==> config.mk <==
export PLATFORM = sky130hd
export DESIGN_NAME = countdown_timer
export DESIGN_NICKNAME = d
export VERILOG_FILES = /design/src/rtl/countdown_timer.sv
export SDC_FILE = /design/constraint.sdc
export NUM_CORES = 1
export LEC_CHECK = 0
export CAP_MARGIN = 40
export CORE_ASPECT_RATIO = 0.8
export CORE_MARGIN = 3
export CORE_UTILIZATION = 43
export CTS_BUF_LIST = sky130_fd_sc_hd__clkbuf_16
export CTS_CLUSTER_SIZE = 14
export DETAILED_ROUTE_END_ITERATION = 8
export MAX_ROUTING_LAYER = met4
export PLACE_DENSITY = 0.61
export SLEW_MARGIN = 30
export SYNTH_ARGS = -nofsm -noshare
export SYNTH_HDL_FRONTEND = slang
export SYNTH_SLANG_ARGS = --single-unit
==> constraint.sdc <==
create_clock -name clk -period 12.7 [get_ports clk]
set_input_delay 2.54 -clock clk [delete_from_list [all_inputs] [get_ports clk]]
set_output_delay 2.54 -clock clk [all_outputs]
set_load 0.005 [all_outputs]
==> src/rtl/countdown_timer.sv <==
// Remaining-time countdown in BCD m:ss. It loads a duration, subtracts `step`
// seconds on every prescaler tick while running, and flags expiry at 0:00.
module countdown_timer #(
  parameter int CLKS_PER_SEC = 50_000_000
) (
  input  logic       clk,
  input  logic       reset,
  input  logic       load,
  input  logic [3:0] load_m0,
  input  logic [3:0] load_s1,
  input  logic [3:0] load_s0,
  input  logic       start,
  input  logic       pause,
  input  logic [5:0] step,
  output logic [3:0] minutes0,
  output logic [3:0] seconds1,
  output logic [3:0] seconds0,
  output logic       running,
  output logic       done,
  output logic       expired
);

  localparam int PW = (CLKS_PER_SEC > 2) ? $clog2(CLKS_PER_SEC) : 1;
  localparam logic [PW-1:0] PRESC_LAST = PW'(CLKS_PER_SEC - 1);

  typedef enum logic [1:0] {IDLE, RUN, PAUSED, DONE} state_t;

  state_t        state, state_n;
  logic [PW-1:0] presc, presc_n;
  logic [11:0]   digits_n;
  logic          done_n, expired_n;
  logic [9:0]    cur_t, next_t;

  function automatic logic [3:0] clamp_digit(input logic [3:0] d, input logic [3:0] max);
    return (d > max) ? max : d;
  endfunction

  function automatic logic [9:0] to_secs(input logic [3:0] m, input logic [3:0] s1,
                                         input logic [3:0] s0);
    return 10'(m) * 10'd60 + 10'(s1) * 10'd10 + 10'(s0);
  endfunction

  // Saturating subtract: any step at or beyond the remaining time lands on zero.
  function automatic logic [9:0] sat_sub(input logic [9:0] t, input logic [5:0] s);
    logic signed [10:0] d;
    d = $signed({1'b0, t}) - $signed({5'b0, s});
    return (d <= 0) ? 10'd0 : d[9:0];
  endfunction

  function automatic logic [11:0] to_bcd(input logic [9:0] t);
    logic [3:0] m, s1, s0;
    logic [5:0] r;
    m  = 4'(t / 10'd60);
    r  = 6'(t - 10'(m) * 10'd60);
    s1 = 4'(r / 6'd10);
    s0 = 4'(r - 6'(s1) * 6'd10);
    return {m, s1, s0};
  endfunction

  assign cur_t  = to_secs(minutes0, seconds1, seconds0);
  assign next_t = sat_sub(cur_t, step);

  always_comb begin
    state_n   = state;
    presc_n   = presc;
    digits_n  = {minutes0, seconds1, seconds0};
    done_n    = 1'b0;
    expired_n = expired;
    if (load) begin
      state_n   = IDLE;
      presc_n   = '0;
      digits_n  = {clamp_digit(load_m0, 4'd9), clamp_digit(load_s1, 4'd5),
                   clamp_digit(load_s0, 4'd9)};
      expired_n = 1'b0;
    end else begin
      unique case (state)
        IDLE, PAUSED: begin
          if (!pause && start && cur_t != 10'd0) state_n = RUN;
        end
        RUN: begin
          if (pause) begin
            state_n = PAUSED;
          end else if (presc == PRESC_LAST) begin
            presc_n  = '0;
            digits_n = to_bcd(next_t);
            if (next_t == 10'd0) begin
              state_n   = DONE;
              done_n    = 1'b1;
              expired_n = 1'b1;
            end
          end else begin
            presc_n = presc + 1'b1;
          end
        end
        DONE: ;
        default: state_n = IDLE;
      endcase
    end
  end

  always_ff @(posedge clk or posedge reset) begin
    if (reset) begin
      state    <= IDLE;
      presc    <= '0;
      minutes0 <= '0;
      seconds1 <= '0;
      seconds0 <= '0;
      running  <= 1'b0;
      done     <= 1'b0;
      expired  <= 1'b0;
    end else begin
      state                          <= state_n;
      presc                          <= presc_n;
      {minutes0, seconds1, seconds0} <= digits_n;
      running                        <= (state_n == RUN);
      done                           <= done_n;
      expired                        <= expired_n;
    end
  end

endmodule

## Word-level counts from Yosys, hierarchy flattened

Index checks and enable logic that the tools add are counted.

| operators by class | value |
|---|---|
| multiplexer cells | 28 |
| bitwise gates (word level) | 0 |
| reductions and logical operators | 13 |
| shift-type cells | 0 |
| eq/ne operators | 5 |
| divide/modulo/power cells | 2 |
| $add $sub $neg | 6 |
| multipliers | 4 |
| magnitude comparators | 4 |

Operator list:

| operator | count |
|---|---|
| $mux W26 | 4 |
| $mux W12 | 4 |
| $add A26 B1 Y26 const B | 1 |
| $eq A26 B26 Y1 const B | 1 |
| $mux W4 | 3 |
| $le A11 B1 Y1 const B | 1 |
| $sub A10 B6 Y11 | 1 |
| $add A10 B4 Y10 | 1 |
| $add A10 B8 Y10 | 1 |
| $div A10 B6 Y10 const B | 1 |
| $logic_not A10 Y1 | 1 |
| $mux W1 | 10 |
| $mux W10 | 1 |
| $mux W2 | 5 |
| $reduce_bool A10 Y1 | 1 |
| $gt A4 B4 Y1 const B | 2 |
| $mul A4 B4 Y8 const B | 1 |
| $mul A4 B3 Y7 const B | 1 |
| $div A6 B4 Y6 const B | 1 |
| $reduce_bool A2 Y1 | 3 |
| $sub A6 B6 Y6 | 1 |
| $eq A2 B1 Y1 const B | 2 |
| $gt A4 B3 Y1 const B | 1 |
| $mul A4 B1 Y4 const B | 1 |
| other kinds (12) | 13 |

| word-level totals | value |
|---|---|
| memories kept | 0 |
| memory bits (read-only) | 0 |
| output and inout bits | 15 |
| bits of input ports | 23 |
| bits in latches | 0 |
| memory bits (writable) | 0 |
| register bits | 43 |
| logic and storage cells | 70 |

## Logic depth before layout (Yosys ltp)

Gate-level depths: netlist (run 1).

| depth | value |
|---|---|
| depth in word-level cells | 16 |
| depth in mapped cells | 42 |
| gate-level depth less buffers | 41 |

## Least setup slack after synthesis (run 1)

Ideal clock, no wire load.

| path | value |
|---|---|
| path kind | register -> register |
| start point | register minutes0[0] |
| end point | register seconds0[3] |
| clock period less this slack | 9882 ps |
| path buffers | 1 |
| arrival time | 9817 ps |
| setup time | 65 ps |
| data required time | 12635 ps |
| cell stages (with the launch flop) | 41 |
| path slack | 2818 ps |
| cells stage by stage | dfrtp_1 -> fa_1 -> fa_1 -> inv_1 -> fa_1 -> inv_1 -> ha_1 -> ha_1 -> xor2_1 -> ha_1 -> clkbuf_1 -> o2111a_1 -> a2111o_1 -> o21ai_2 -> a22oi_4 -> xnor2_1 -> mux2_4 -> or4b_4 -> [... 5 more ...] -> a21o_1 -> a21oi_1 -> xnor2_1 -> or3_1 -> o211ai_2 -> nand2_1 -> mux2_2 -> ha_1 -> and2_1 -> or3_1 -> a21oi_1 -> or4_1 -> ha_1 -> inv_1 -> fa_1 -> a311o_1 -> mux2_2 -> nand2_1 |

| on the way | value |
|---|---|
| word-level cells in the longest chain between the ends | 16 |

RTL lines:

| element | line | text |
|---|---|---|
| from (decl) | 15 | `output logic [3:0] minutes0,` |
| from (signal assigned) | 114 | `{minutes0, seconds1, seconds0} <= digits_n;` |
| $mul A4 B4 Y8 (*) | 40 | `return 10'(m) * 10'd60 + 10'(s1) * 10'd10 + 10'(s0);` |
| $add A10 B8 Y10 (*) | 40 |  |
| $add A10 B4 Y10 (*) | 40 |  |
| $sub A10 B6 Y11 (*) | 46 | `d = $signed({1'b0, t}) - $signed({5'b0, s});` |
| $le A11 B1 Y1 | 47 | `return (d <= 0) ? 10'd0 : d[9:0];` |
| $mux W10 (*) | 47 |  |
| $div A10 B6 Y10 | 53 | `m = 4'(t / 10'd60);` |
| $mul A4 B1 Y4 | 54 | `r = 6'(t - 10'(m) * 10'd60);` |
| $sub A6 B6 Y6 (*) | 54 |  |
| $div A6 B4 Y6 | 55 | `s1 = 4'(r / 6'd10);` |
| $mul A4 B3 Y3 | 56 | `s0 = 4'(r - 6'(s1) * 6'd10);` |
| $sub A4 B4 Y4 (*) | 56 |  |
| $mux W12 (*) | 83 | `end else if (presc == PRESC_LAST) begin` |
| $mux W12 (*) | 81 | `if (pause) begin` |
| $mux W12 (*) | 76 | `unique case (state)` |
| $mux W12 (*) | 69 | `if (load) begin` |
| to (signal assigned) | 114 |  |
| to (decl) | 17 | `output logic [3:0] seconds0,` |

Every way passes the cells marked *; elsewhere a longest branch is shown, timed or not. The select of a mux whose other input is x is not followed.
A chain may end at the register's enable or synchronous reset.

## Worst setup path after layout (run 1)

Same ends and word-level chain as after synthesis.

==> results of run 1 <==
[cell families (layout without fill, tap and decap cells)]
kind of cell             count (synthesis)  count (layout)  share of synthesized area, %
flip-flops                              43              43                          22.5
XOR/XNOR                                37              37                          7.39
multiplexers                             7               7                          1.65
AND/OR/NAND/NOR                        214             214                          23.6
adder cells (fa/ha/maj)                 53              53                          15.8
AO/OA/AOI/OAI                          158             158                          24.7
buffers and inverters                   52              88                          4.33
[stage by stage]
| step | worst slack [ns] | cells | instance area, sq um | hold slack (ns) |
|---|---|---|---|---|
| 3_5_place_dp | 1.83 | 730 | 5280 | 0.486 |
| 2_1_floorplan | 2.82 | 564 | 4770 | 0.465 |
| 3_3_place_gp | 1.89 | 728 | 5270 | 0.468 |
| 5_1_grt | 1.16 | 740 | 5440 | 0.512 |
| 4_1_cts | 1.86 | 738 | 5430 | 0.500 |
| 6_report | 1.82 | 740 | 5440 | 0.496 |
[layer usage]
| layer | global-route usage, % | share of wire (%) |
|---|---|---|
| met5 | - | 0 |
| met4 | 4.77 | 1.9 |
| met3 | 3.55 | 6.0 |
| met2 | 30.2 | 43 |
| met1 | 32.1 | 49 |
[path summary, 6_finish.rpt]
path / startpoint / end / slack (ns) / cells past startpoint
setup / recovery: minutes0[0] / seconds0[3] / 1.82 / 40
hold / removal: expired / expired / 0.50 / 1
setup reg to reg: minutes0[0] / seconds0[3] / 1.82 / 40
hold reg to reg: expired / expired / 0.50 / 1
max in group asynchronous: reset / running / 9.63 / 3
min in group asynchronous: reset / presc[22] / 2.70 / 3
[cell type report]
type / count / share of cell area (%)
clock buffer: 5 / 2.30
clock inverter: 3 / 0.299
inverter: 37 / 2.55
multi-input combinational: 469 / 64.1
sequential: 43 / 19.8
tap: 140 / 3.22
timing repair buffer: 43 / 7.73
[sequential cells by signal, indices dropped and copies added (netlist names)]
signal / flops
done: 1
expired: 1
state: 2
running: 1
presc: 26
seconds1: 4
seconds0: 4
minutes0: 4
[cell usage in the layout, fill, tap and decap left out, drive strengths merged, types with 6 or more instances in the layout]
cell | Yosys | layout
nand4 | 13 | 13
nand3 | 17 | 17
a211o | 6 | 6
a21oi | 33 | 33
clkdlybuf4s50 | 0 | 37
and2 | 12 | 12
o21ai | 33 | 33
nor2b | 7 | 7
nor4 | 6 | 6
nor2 | 52 | 52
nor3 | 14 | 14
a211oi | 6 | 6
xnor2 | 21 | 21
xor2 | 14 | 14
nand2 | 49 | 49
o311ai | 6 | 6
a21o | 11 | 11
ha | 40 | 40
and3 | 6 | 6
fa | 12 | 12
nand2b | 10 | 10
dfrtp | 43 | 43
clkbuf | 10 | 6
o211ai | 10 | 10
inv | 37 | 37
[critical path, delay by kind of cell, from the launching register on]
family	cells	cell delay (ns)
adders and majority gates	11	4.03
AOI/OAI and AO/OA	12	2.82
and+or+nand+nor	9	2.20
muxes	2	0.60
DFF	1	0.48
xor gates and xnor gates	2	0.47
buffers and inverters	4	0.21
==> reports/qor.csv, run 1 <==
metric;value;unit
post-DR wirelength/cell;17.2;um
Crit. End Element;register;
Post-synth EDFFs;0;
Die Footprint;0.0124;sq mm
Commonest cells post-synth;nor2_1, nand2_1, dfrtp_1;
gr ovfl total;0;
outcome;complete, no violations;
Fin. Hold Viols;0;
Crit Path Max Fanout;11;
CTS H-tree lvls;2;
area share of the largest cell type after synthesis;22.5;%
area of the multi-input gates;0.00349;sq mm
crit path kind;reg -> reg;
slew margin rel.;45.3;%
die height;100;um
CTS root buf;clkbuf_16;
ANT cells;0;
Detail Route Antenna Nets;0;
I/O Buffers;37;
clock transition at the registers of the reported paths;0.06;ns
sequential fraction of the synthesis area;22.5;%
Synth-to-Final Area Change;14.0;%
DRT Pass-1 Iters;5;
Synth Area per Inst;8.46;sq um
Cells after Synth;564;
vias in the first global route;4067;
Initial Util;45.3;%
period utilization;85.7;%
Synth cell types;88;
Nets;674;
Max stage delay on crit path;0.55;ns
total CTS buffers;5;
post-layout min period;10.88;ns
Synth area leader;dfrtp_1;
Remaining DRCs;0;
Worst Max-Slew Pin Slew;0.814;ns
routability cong.;1.03;
detailed placer's ending HPWL;10200;um
Post-CTS Setup Bufs;0;
site row count;33;
via count;4449;
clk sinks;43;
final setup skew;0.00339;ns
asr flop ratio synth;100;%
FF+latch count, synth;43;
fraction of layout cells with a size suffix above 1;7.50;%
hold_buf cts;0;
vias per std cell;6.01;
Min-Delay Path Class;reg -> reg;
final setup violation count;0;
Post-Syn Nets;639;
CTS max path bufs;2;
Post-synth top flop;dfrtp_1;
Peak Freq;0.0919;GHz
Routed WL;12700;um
most used cell, CP;ha_1;
Critical-path top delay cell;fa_1;
largest net degree at the start of global routing;44;
Max Cap Viol;0;
DRT iter0 DRCs;403;
RSZ-0062 raised after global routing;false;
Sequential Area;0.00108;sq mm
fin util;51.7;%
WP data required;12.93;ns
Synth area leaders;dfrtp_1, ha_1, fa_1;
critical path arrival;11.10;ns
clk_lat worst skew;0.28;ns
Die Wd;124;um
TNS Setup;0;ns
most frequent cell after synthesis;nor2_1;
first-pass GRT wire length;20800;um
# fillers;988;
Slew Viols, Final;0;
Total Routing Usage GR;21.5;%
CTS tree;done;
startpoint types;register;
IO Pins;38;
post-cts gate resize count;0;
core area;0.0105;sq mm
yosys warns;0;
mapped cell area;0.00477;sq mm
initial antenna violation count;0;
Power of run 1 is left out: the tool's default activity adds up to more than one toggle a clock period on the data nets, which glitch-free logic cannot reach.
==> run 2, diff against run 1 <==
--- a/config.mk
+++ b/config.mk
@@ -5,6 +5,7 @@
 export SDC_FILE = /design/constraint.sdc
 export NUM_CORES = 1
 export LEC_CHECK = 0
+export ABC_AREA = 1
 export CAP_MARGIN = 40
 export CORE_ASPECT_RATIO = 0.8
 export CORE_MARGIN = 3
==> run 2 against run 1 <==
Effect of this change: clock-buffer cell count unchanged; design area shrank 3.7%; die area is 4.3% lower; sequential share of layout area grew 0.76 points; global-route usage fell by 0.86 points; final cell count increased by 14%; sequential cell count is the same; largest cell class unchanged.
==> reports/qor.csv, run 2 <==
metric;value;unit;change
outcome;complete, no violations;;
Detail Route Antenna Nets;0;;unchanged
clk sinks;43;;unchanged
CP bufs+invs;10;;+6
core area;0.00997;sq mm;-5.3%
slew margin rel.;50.6;%;+5.3 points
detailed placer's ending HPWL;9280;um;-9.2%
DRT Pass-1 Iters;7;;+2
Peak Freq;0.104;GHz;+13%
IO Pins;38;;unchanged
Synth-to-Final Area Change;15.1;%;
fraction of layout cells with a size suffix above 1;8.51;%;+1.0 points
TNS Setup;0;ns;unchanged
via count;4336;;-2.5%
post-DR wirelength/cell;13.7;um;-20%
asr flop ratio synth;100;%;unchanged
post-route cell area;0.00524;sq mm;-3.7%
Synth Area per Inst;6.84;sq um;-19%
Routed WL;11500;um;-9.3%
FF+latch count, synth;43;;unchanged
Remaining DRCs;0;;unchanged
vias per std cell;5.16;;-14%
GR peak layer;met1;;
Initial Util;45.7;%;+0.35 points
Critical-path top delay cell;fa_1;;
Worst Max-Slew Pin Slew;0.738;ns;-0.0761 ns
yosys warns;0;;unchanged
CTS H-tree lvls;2;;unchanged
critical path arrival;9.78;ns;-1.32 ns
Slew Viols, Final;0;;unchanged
clk_lat worst skew;0.29;ns;about the same
startpoint types;register;;
CTS max path bufs;2;;unchanged
Total Routing Usage GR;20.6;%;-0.86 points
ANT cells;0;;unchanged
final setup skew;0.00447;ns;+0.00109 ns
Nets;779;;+16%
WP data required;12.88;ns;-0.05 ns
RSZ-0062 raised after global routing;false;;
Post-CTS Setup Bufs;0;;unchanged
Largest Register;presc;;
Post-synth EDFFs;0;;unchanged
Synth area leader;dfrtp_1;;
final setup violation count;0;;unchanged
clock transition at the registers of the reported paths;0.06;ns;about the same
sequential fraction of the synthesis area;23.6;%;+1.1 points
Post-synth top flop;dfrtp_1;;
Die Footprint;0.0119;sq mm;-4.3%
site row count;32;;-3.0%
DRT iter0 DRCs;323;;-20%
largest net degree at the start of global routing;44;;unchanged
mapped cell area;0.00455;sq mm;-4.6%
vias in the first global route;3969;;-2.4%
commonest non-fill, non-tap cell in the layout;nand2_1;;
most frequent cell after synthesis;nand2_1;;
die height;98.0;um;-2.2%
hold_buf cts;0;;unchanged
Commonest cells post-synth;nand2_1, inv_1, nor2_1;;
Crit. End Element;register;;
Min-Delay Path Class;reg -> reg;;
Synth cell types;45;;-49%
post-cts gate resize count;0;;unchanged
crit path kind;reg -> reg;;
total CTS buffers;5;;unchanged
Crit Path Max Fanout;6;;-5
I/O Buffers;37;;unchanged
met1 Resource Use GR;31.7;%;-0.33 points
Synth area leaders;dfrtp_1, nand2_1, ha_1;;
CTS tree;done;;
most used cell, CP;nand2_1;;
CP top delay family;adder cells;;
Max stage delay on crit path;0.56;ns;about the same
area share of the largest cell type after synthesis;23.6;%;+1.1 points
CTS root buf;clkbuf_16;;
Post-Syn Nets;741;;+16%
Fin. Hold Viols;0;;unchanged
met2 Use GR;28.6;%;-1.6 points
Max Cap Viol;0;;unchanged
fin util;52.6;%;+0.88 points
Cells after Synth;666;;+18%
initial antenna violation count;0;;unchanged
Die Wd;121;um;-2.2%
period utilization;75.6;%;-10 points
first-pass GRT wire length;19500;um;-6.3%
commonest non-fill, non-tap cells in the layout;nand2_1, inv_1, nor2_1;;
# fillers;1003;;+1.5%
routability cong.;0.888;;-14%
DP Area;0.00508;sq mm;-3.9%
post-layout min period;9.60;ns;-1.27 ns
met3 usage;3.59;%;+0.041 points
Largest register FFs;26;;unchanged
gr ovfl total;0;;unchanged
[run 2: cell types whose count changed after synthesis, moves of 7 or more]
| cell | delta |
|---|---|
| nand4_1 | +7 |
| nor2b_1 | -7 |
| nand2_1 | +100 |
| xnor2_1 | -18 |
| nor2_1 | +16 |
| nand2_2 | +17 |
| nand2b_1 | -10 |
| a21o_1 | -11 |
| inv_1 | +81 |
| and2_1 | -12 |
| nand3_1 | +23 |
| nand3_2 | +7 |
| o21ai_0 | -7 |
| o211ai_1 | -9 |
[run 2: final cells by class]
class	instances	area, sq um	area share (%)
clock buffer	5	125	2.39
clock inverter	3	38.8	0.740
inverter	126	473	9.03
multi-input combinational	489	2970	56.7
sequential	43	1080	20.5
tap	136	170	3.25
timing repair buffer	39	385	7.35
[run 2: kinds of logic (layout without fill, tap and decap cells)]
group / Yosys count / in the layout / share of synthesized area, %
xor gates and xnor gates: 13 / 13 / 2.50
buffers and inverters: 134 / 173 / 11.1
adders and majority gates: 52 / 52 / 16.3
DFF: 43 / 43 / 23.6
and+or+nand+nor: 341 / 341 / 35.6
AOI/OAI and AO/OA: 83 / 83 / 10.9
[run 2: through the flow]
step,cells,setup slack [ns],hold WS (ns)
after global placement,833,3.17,0.457
after floorplan,666,4.11,0.434
after global routing,841,2.31,0.524
after detailed placement,833,3.05,0.464
after CTS,841,3.14,0.475
final,841,3.10,0.476
[run 2: worst paths after layout]
check / start / end / slack, ns / cells past startpoint
worst min-delay path: presc[15] / presc[15] / 0.48 / 1
worst max register to register: minutes0[0] / seconds0[3] / 3.10 / 58
worst min register to register: presc[15] / presc[15] / 0.48 / 1
min in group asynchronous: reset / presc[22] / 2.70 / 3
max in group asynchronous: reset / presc[2] / 9.63 / 3
worst max-delay path: minutes0[0] / seconds0[3] / 3.10 / 58
[run 2: routing by layer]
| metal | up-vias | routed length [um] |
|---|---|---|
| met1 | 1986 | 6030 |
| met2 | 106 | 4810 |
| met3 | 4 | 642 |
| met5 | - | 0 |
| li1 | 2240 | - |
| met4 | 0 | 41 |
Power of run 2 is left out for the same reason.
==> patch, RTL diff (config.mk and constraints of run 2) <==
Set the parameter `CLKS_PER_SEC` to 100_000_000 (it was 50_000_000).
--- a/src/rtl/countdown_timer.sv
+++ b/src/rtl/countdown_timer.sv
@@ -1,7 +1,7 @@
 // Remaining-time countdown in BCD m:ss. It loads a duration, subtracts `step`
 // seconds on every prescaler tick while running, and flags expiry at 0:00.
 module countdown_timer #(
-  parameter int CLKS_PER_SEC = 50_000_000
+  parameter int CLKS_PER_SEC = 100_000_000
 ) (
   input  logic       clk,
   input  logic       reset,
Function: same outputs for any inputs over 10 cycles, from zero or initial values and one cycle with reset high; that may be too few to reach the edited logic, so the function may still have changed.
==> patch against run 2 <==
Sequential cell count rose by 1. Design area grew 0.50%. Critical path depth grew 7. Setup slack worse by 0.012 ns. Routed wire length up 1.5%. Utilization fell by 1.5 points. Synthesized area up 0.96%.
Power is not shown: default switching activity piles up to over one toggle a cycle in this logic, so the estimate is an artifact.
==> patch: results (changes against run 2) <==
[route]
drt_first_pass_iters=5  ; was 7
drt_iter0_markers=203  ; was 323
wl_um=11700  ; was 11500 um
vias_per_cell=5.08  ; was 5.16

[sta]
skew_ns=0.00437  ; was 0.00447 ns
max_slew_margin=0.519  ; was 0.506

[setup_path]
r2r_setup_slack_ns=3.08  ; was 3.10 ns
ff2ff_path_depth=65  ; was 58

[finish]
largest_reg_flops=27  ; was 26
drive_gt1_frac=0.107  ; was 0.0851
fill_cells=1038  ; was 1003

[min_path]
min_to=expired  ; was presc[15]
hold_path_startpoint=expired  ; was presc[15]

[placement]
gp_congestion=0.870  ; was 0.888
dp_hpwl_um=9550  ; was 9280 um

[logic_synthesis]
synthTopCellsByCount=nand2_1 (149), inv_1 (108), nor2_1 (62), dfrtp_1 (44), ha_1 (40)  ; was nand2_1 (148), inv_1 (118), nor2_1 (66), dfrtp_1 (43)
synthTopCellsByArea=dfrtp_1 (24%), nand2_1 (12%), ha_1 (11%)  ; unchanged
yosysSeqAreaShare=0.240  ; was 0.236
synth-xor-area-share=0.0286  ; was 0.0250
synth_cell_types=42  ; was 45
synth_fa_ha_area_frac=0.161  ; was 0.163

[outcome]
outcome=complete, no violations  ; unchanged

[global_route]
grt_pass1_wl_um=19500  ; unchanged
grt_pass1_vias=4041  ; was 3969
grt_start_max_net_pins=45  ; was 44
grt_usage=0.209  ; was 0.206

-- patch: final cells by class --
type                       instances  area share
multi-input combinational        497       0.570
sequential                        44       0.209
clock buffer                       5      0.0238
inverter                         123      0.0881
tap                              140      0.0333
timing repair buffer              39      0.0732
clock inverter                     3     0.00285
-- patch: logic make-up (layout without fill, tap and decap cells) --
| group | Yosys count | after routing |
|---|---|---|
| buffers and inverters | 130 | 170 |
| flip-flops | 44 | 44 |
| AND/OR/NAND/NOR | 351 | 351 |
| XOR/XNOR | 15 | 15 |
| AO/OA/AOI/OAI | 79 | 79 |
| adder cells (fa/ha/maj) | 52 | 52 |
-- patch: through the flow --
| step | hold slack, ns | cell area, um2 | std cells | worst slack [ns] | utilization |
|---|---|---|---|---|---|
| after floorplan | 0.455 | 4600 | 671 | 4.14 | - |
| after global placement | 0.468 | 5120 | 842 | 3.32 | 0.496 |
| after detailed placement | 0.470 | 5130 | 843 | 3.11 | 0.497 |
| after CTS | 0.484 | 5270 | 851 | 3.18 | 0.510 |
| after global routing | 0.506 | 5270 | 851 | 2.12 | 0.510 |
| final | 0.480 | 5270 | 851 | 3.08 | 0.510 |
-- patch: worst max path at each step --
stage	endpoint	slack [ns]	cells after the start
floorplan	seconds0[3]	4.14	63
global placement	seconds0[3]	3.32	57
finish	seconds0[3]	3.08	65
global route	seconds0[3]	2.12	65
CTS	seconds0[3]	3.18	65
detailed placement	seconds0[3]	3.11	57
-- patch: per-layer routing --
metal / up-vias / global-route usage / wire (um) / part of all wire
met5: - / - / 0 / 0
met2: 98 / 0.308 / 5000 / 0.43
met1: 1978 / 0.304 / 6000 / 0.51
met4: 0 / 0.0482 / 148 / 0.013
li1: 2239 / - / - / -
met3: 12 / 0.0321 / 552 / 0.047
